File: config.mk
export PLATFORM = sky130hd
export DESIGN_NAME = uart_rx_fifo
export DESIGN_NICKNAME = d
export VERILOG_FILES = /design/src/rtl/uart_rx_fifo.sv
export SDC_FILE = /design/constraint.sdc
export NUM_CORES = 1
export LEC_CHECK = 0
export CORE_UTILIZATION = 60
export CTS_CLUSTER_SIZE = 40
export DETAILED_ROUTE_END_ITERATION = 10
export PLACE_DENSITY = 0.77
export RECOVER_POWER = 50
export SYNTH_ARGS = -nofsm -noshare
export SYNTH_HDL_FRONTEND = slang
export SYNTH_SLANG_ARGS = --single-unit
export TNS_END_PERCENT = 5
File: constraint.sdc
create_clock -name i_clk -period 4.36 [get_ports i_clk]
set_input_delay 0.436 -clock i_clk [delete_from_list [all_inputs] [get_ports i_clk]]
set_output_delay 0.436 -clock i_clk [all_outputs]
set_load 0.02 [all_outputs]
File: src/rtl/uart_rx_fifo.sv
// 8N1 UART receiver feeding a small show-ahead receive FIFO with sticky error flags.
// Optional build macro UART_RX_MAJORITY_EN: 2-of-3 majority vote around each bit centre.
module uart_rx_fifo #(
    parameter int clk_freq_hz = 27_000_000,
    parameter int baud_rate   = 115200,
    parameter int DEPTH       = 4
) (
    input  logic                     i_clk,
    input  logic                     i_rst,
    input  logic                     i_rx,
    output logic [7:0]               o_data,
    output logic                     o_valid,
    input  logic                     i_ready,
    output logic [$clog2(DEPTH):0]   o_count,
    output logic                     o_frame_err,
    output logic                     o_overrun,
    input  logic                     i_clr_err
);

    localparam int CLKS_PER_BIT = clk_freq_hz / baud_rate;
    localparam int CW           = (CLKS_PER_BIT > 1) ? $clog2(CLKS_PER_BIT) : 1;
    localparam int AW           = $clog2(DEPTH);

    localparam logic [CW-1:0] CNT_LAST  = CW'(CLKS_PER_BIT - 1);
`ifdef UART_RX_MAJORITY_EN
    localparam logic [CW-1:0] CNT_START = CW'(CLKS_PER_BIT / 2);
`else
    localparam logic [CW-1:0] CNT_START = CW'(CLKS_PER_BIT / 2 - 1);
`endif
    localparam logic [AW:0]   FULL_CNT  = (AW + 1)'(DEPTH);

    typedef enum logic [1:0] {IDLE, START, DATA, STOP} state_t;

    logic          rx_meta_q, rx_s_q;
    logic          sample;
    state_t        state_q, state_d;
    logic [CW-1:0] cnt_q, cnt_d;
    logic [2:0]    bit_q, bit_d;
    logic [7:0]    shift_q;
    logic          shift_en, push, ferr_set;

    logic [7:0]    mem_q [DEPTH];
    logic [AW-1:0] wptr_q, rptr_q;
    logic [AW:0]   count_q;
    logic          pop, full, wr, ovr_set;
    logic          frame_err_q, overrun_q;

    always_ff @(posedge i_clk) begin
        if (i_rst) begin
            rx_meta_q <= 1'b1;
            rx_s_q    <= 1'b1;
        end else begin
            rx_meta_q <= i_rx;
            rx_s_q    <= rx_meta_q;
        end
    end

`ifdef UART_RX_MAJORITY_EN
    // Two previous synchronised samples; the decision cycle supplies the third.
    logic rx_h1_q, rx_h2_q;

    always_ff @(posedge i_clk) begin
        if (i_rst) begin
            rx_h1_q <= 1'b1;
            rx_h2_q <= 1'b1;
        end else begin
            rx_h1_q <= rx_s_q;
            rx_h2_q <= rx_h1_q;
        end
    end

    assign sample = (rx_s_q & rx_h1_q) | (rx_s_q & rx_h2_q) | (rx_h1_q & rx_h2_q);
`else
    assign sample = rx_s_q;
`endif

    always_ff @(posedge i_clk) begin
        if (i_rst) begin
            state_q <= IDLE;
            cnt_q   <= '0;
            bit_q   <= '0;
        end else begin
            state_q <= state_d;
            cnt_q   <= cnt_d;
            bit_q   <= bit_d;
        end
    end

    always_comb begin
        state_d  = state_q;
        cnt_d    = cnt_q;
        bit_d    = bit_q;
        shift_en = 1'b0;
        push     = 1'b0;
        ferr_set = 1'b0;
        case (state_q)
            IDLE: begin
                if (!rx_s_q) begin
                    state_d = START;
                    cnt_d   = '0;
                end
            end
            START: begin
                if (cnt_q == CNT_START) begin
                    cnt_d   = '0;
                    bit_d   = 3'd0;
                    state_d = sample ? IDLE : DATA;
                end else begin
                    cnt_d = cnt_q + 1'b1;
                end
            end
            DATA: begin
                if (cnt_q == CNT_LAST) begin
                    shift_en = 1'b1;
                    cnt_d    = '0;
                    bit_d    = bit_q + 1'b1;
                    if (bit_q == 3'd7) begin
                        state_d = STOP;
                    end
                end else begin
                    cnt_d = cnt_q + 1'b1;
                end
            end
            STOP: begin
                if (cnt_q == CNT_LAST) begin
                    cnt_d    = '0;
                    state_d  = IDLE;
                    push     = sample;
                    ferr_set = !sample;
                end else begin
                    cnt_d = cnt_q + 1'b1;
                end
            end
            default: state_d = IDLE;
        endcase
    end

    // LSB arrives first, so shift in from the top.
    always_ff @(posedge i_clk) begin
        if (shift_en) begin
            shift_q <= {sample, shift_q[7:1]};
        end
    end

    assign pop     = (count_q != '0) && i_ready;
    assign full    = (count_q == FULL_CNT);
    assign wr      = push && (!full || pop);
    assign ovr_set = push && full && !pop;

    always_ff @(posedge i_clk) begin
        if (wr) begin
            mem_q[wptr_q] <= shift_q;
        end
    end

    always_ff @(posedge i_clk) begin
        if (i_rst) begin
            wptr_q  <= '0;
            rptr_q  <= '0;
            count_q <= '0;
        end else begin
            if (wr) begin
                wptr_q <= wptr_q + 1'b1;
            end
            if (pop) begin
                rptr_q <= rptr_q + 1'b1;
            end
            case ({wr, pop})
                2'b10:   count_q <= count_q + 1'b1;
                2'b01:   count_q <= count_q - 1'b1;
                default: count_q <= count_q;
            endcase
        end
    end

    // A set event in the same cycle as a clear keeps the flag set.
    always_ff @(posedge i_clk) begin
        if (i_rst) begin
            frame_err_q <= 1'b0;
            overrun_q   <= 1'b0;
        end else begin
            if (ferr_set) begin
                frame_err_q <= 1'b1;
            end else if (i_clr_err) begin
                frame_err_q <= 1'b0;
            end
            if (ovr_set) begin
                overrun_q <= 1'b1;
            end else if (i_clr_err) begin
                overrun_q <= 1'b0;
            end
        end
    end

    assign o_valid     = (count_q != '0);
    assign o_data      = o_valid ? mem_q[rptr_q] : 8'h00;
    assign o_count     = count_q;
    assign o_frame_err = frame_err_q;
    assign o_overrun   = overrun_q;

endmodule
==> flow_summary.ini <==
[finish]
drive_gt1_share_pct = 14.1
seqCellArea_um2 = 1720
multiInputGateArea_um2 = 1090
final_cells = 293
n_antenna_cell = 0
area_delta_synth_final_pct = 12.1
nFillCells = 308
fin_nets = 251

[route]
routed_via_density = 5.91
drt-pass1-iter-count = 4
drtIter0Drc = 79
vias = 1731
route.detailed.drc = 0
wl_um = 4970
drtAntennaViolNets = 0
wl_per_cell_um = 17.0

[placement]
place.detailed.hpwl_um = 3300
place.gp.congestion = 0.824
place_inst = 277
portBuffers = 18

[timing]
slew_violations = 0
hold_viol = 0
rsz0062_at_grt = no
setup_viol = 0
period_share_pct = 61.8
clock.fmax_mhz = 371
slew_headroom_pct = 32.3
fin_crit_ns = 2.69
skew_ns = 0.00568
worst_pin_slew_ns = 1.01
fin_setup_tns_ns = 0

[critical_path]
start_kind = flop
rr_startpoint = o_count[1]$_SDFFE_PP0P_
critPathCaptureType = output pin
crit_type = reg2out
cp.required_ns = 3.92
path_max_fanout = 8
cp.arrival_ns = 2.26
cp-endpoint = o_data[7]
r2r_setup_slack_ns = 1.84
reg2reg_depth = 6
rr_endpoint = o_count[2]$_SDFFE_PP0P_

[synthesis]
synth-edff-count = 40
yosys_warnings = 0
synth_cell_types = 52
ys_ff_latch = 66
syn-num-nets = 231
synthesis.area_um2 = 2920
avgSynthCellArea_um2 = 13.5
ys_seq_area_share_pct = 59.1
async_flop_share_pct = 0
synth_cells = 216
synthFlopType = edfxtp_1

[global_routing]
grt_overflow_total = 0
antenna_found_initial = 0
grt_first_pass_wirelength_um = 8140
grt_max_degree = 32
grt_usage_pct = 21.6
grt_pass1_vias = 1727

[floorplanning]
pin_count = 19
die_w_um = 71.7
initial_core_util_pct = 64.7
row_count = 24
die_area_um2 = 5140
die_h_um = 71.7
core-area_um2 = 4500

[power]
power.density_nw_per_um2 = 352
leakagePower_nw = 1.14
vdd.ir_drop.worst_mv = 0.283

[cts]
h-tree-depth = 3
cts_buffers = 9
ctsHoldBuffers = 0
post_cts_buffers = 0
clk_pin_slew_ns = 0.06
cts-root-buf = clkbuf_8
cts_tree = yes
clock-sinks = 66
clkLatencyLatePin_ns = 0.33
ctsResizeCount = 0
clockBufferDepth = 2

[worst_hold_path]
min_from = rx_meta_q$_SDFF_PP1_
hold_class = reg2reg

[outcome]
status = finished clean

[job]
maxCapViolations = 0
[flip-flops by register name, summed over array words and instances (netlist names), 2 cells and up, named ones only]
register	cells
mem_q	32
cnt_q	8
shift_q	8
bit_q	3
o_count	3
rptr_q	2
wptr_q	2
[Yosys cell counts (2+ instances only)]
library cell	count	share of area (%)
xor2_1	2	0.60
nand2_1	11	1.4
buf_2	2	0.34
mux4_2	8	6.2
nor2_1	13	1.7
clkbuf_8	2	0.94
a311oi_1	2	0.60
ha_1	9	3.9
and2_1	14	3.0
o22ai_1	6	1.3
clkbuf_1	4	0.51
nand2b_1	4	0.86
nand3b_1	2	0.51
and2b_1	2	0.51
nor2b_1	3	0.64
or2_2	2	0.43
o21a_1	3	0.77
mux2i_1	4	1.4
edfxtp_1	40	41
nor3_1	5	0.86
inv_1	8	1.0
nor4_1	2	0.43
nand3_1	4	0.69
mux2_4	3	1.5
a21oi_1	9	1.5
dfxtp_1	26	18
[area by class of cell]
type | count | share of cell area, %
clock buffer | 12 | 4.13
clock inverter | 4 | 1.34
inverter | 8 | 0.919
multi-input combinational | 133 | 33.4
sequential | 66 | 52.7
tap | 52 | 1.99
timing repair buffer | 18 | 5.51
[power by group]
group | leakage, nW | internal [mW] | switching, mW
clock network | 0.0918 | 0.261 | 0.212
logic | 0.481 | 0.00794 | 0.0107
registers | 0.569 | 0.656 | 0.00321
total | 1.14 | 0.925 | 0.226
[per-stage QoR]
stage | setup slack, ns | hold WS, ns | cell area, µm² | power, mW | utilization [%]
after floorplan | 2.02 | 0.389 | 2920 | 0.686 | -
after global placement | 1.85 | 0.395 | 3100 | 0.691 | 68.8
after detailed placement | 1.75 | 0.402 | 3100 | 0.691 | 68.8
after CTS | 1.61 | 0.416 | 3280 | 1.16 | 72.7
after global routing | 1.51 | 0.438 | 3270 | 1.18 | 72.6
final | 1.67 | 0.413 | 3270 | 1.15 | 72.6
[worst min-delay path by stage]
stage	to	slack, ns	depth (start not counted)
3_3_place_gp	rx_s_q$_SDFF_PP1_	0.39	1
3_5_place_dp	rx_s_q$_SDFF_PP1_	0.40	1
2_1_floorplan	rx_s_q$_SDFF_PP1_	0.39	1
4_1_cts	rx_s_q$_SDFF_PP1_	0.42	1
5_1_grt	rx_s_q$_SDFF_PP1_	0.44	1
6_report	rx_s_q$_SDFF_PP1_	0.41	1
[placed cells by master, fill, tap and decap left out, types with 3 or more instances in the layout]
master           netlist  layout
inv_1                  8       8
nor3_1                 5       5
a21oi_1                9       9
clkdlybuf4s50_1        0      15
nand3_1                4       4
o22ai_1                6       6
nand2_1               11      11
ha_1                   9       9
edfxtp_1              40      40
dlygate4sd3_1          0       3
nand2b_1               4       4
mux4_2                 8       8
and2_1                14      13
clkbuf_1               4       3
dfxtp_1               26      26
mux2_4                 3       3
nor2_1                13      13
mux2i_1                4       4
o21a_1                 3       3
nor2b_1                3       3
clkbuf_8               2       9
[critical path, stage by stage (launching register included)]
cell and delay [ns]:
dfxtp_1 0.66, mux4_2 0.56, and2_1 0.18, clkdlybuf4s50_1 0.53
[metal layers]
layer / track usage (%) / wire length [µm] / up-vias
li1: - / - / 843
met1: 25.3 / 2190 / 840
met2: 38.2 / 2550 / 39
met3: 4.22 / 131 / 9
met4: 10.7 / 98 / 0
met5: 0 / 0 / -
[cell families after synthesis]
group | after synthesis | synth area share, %
muxes | 15 | 9.10
AOI/OAI and AO/OA | 32 | 8.63
buffers and inverters | 17 | 3.22
adders and majority gates | 10 | 4.55
DFF | 66 | 59.1
xor gates and xnor gates | 3 | 0.901
and+or+nand+nor | 73 | 14.5
Power figures use the tool's default switching activity.
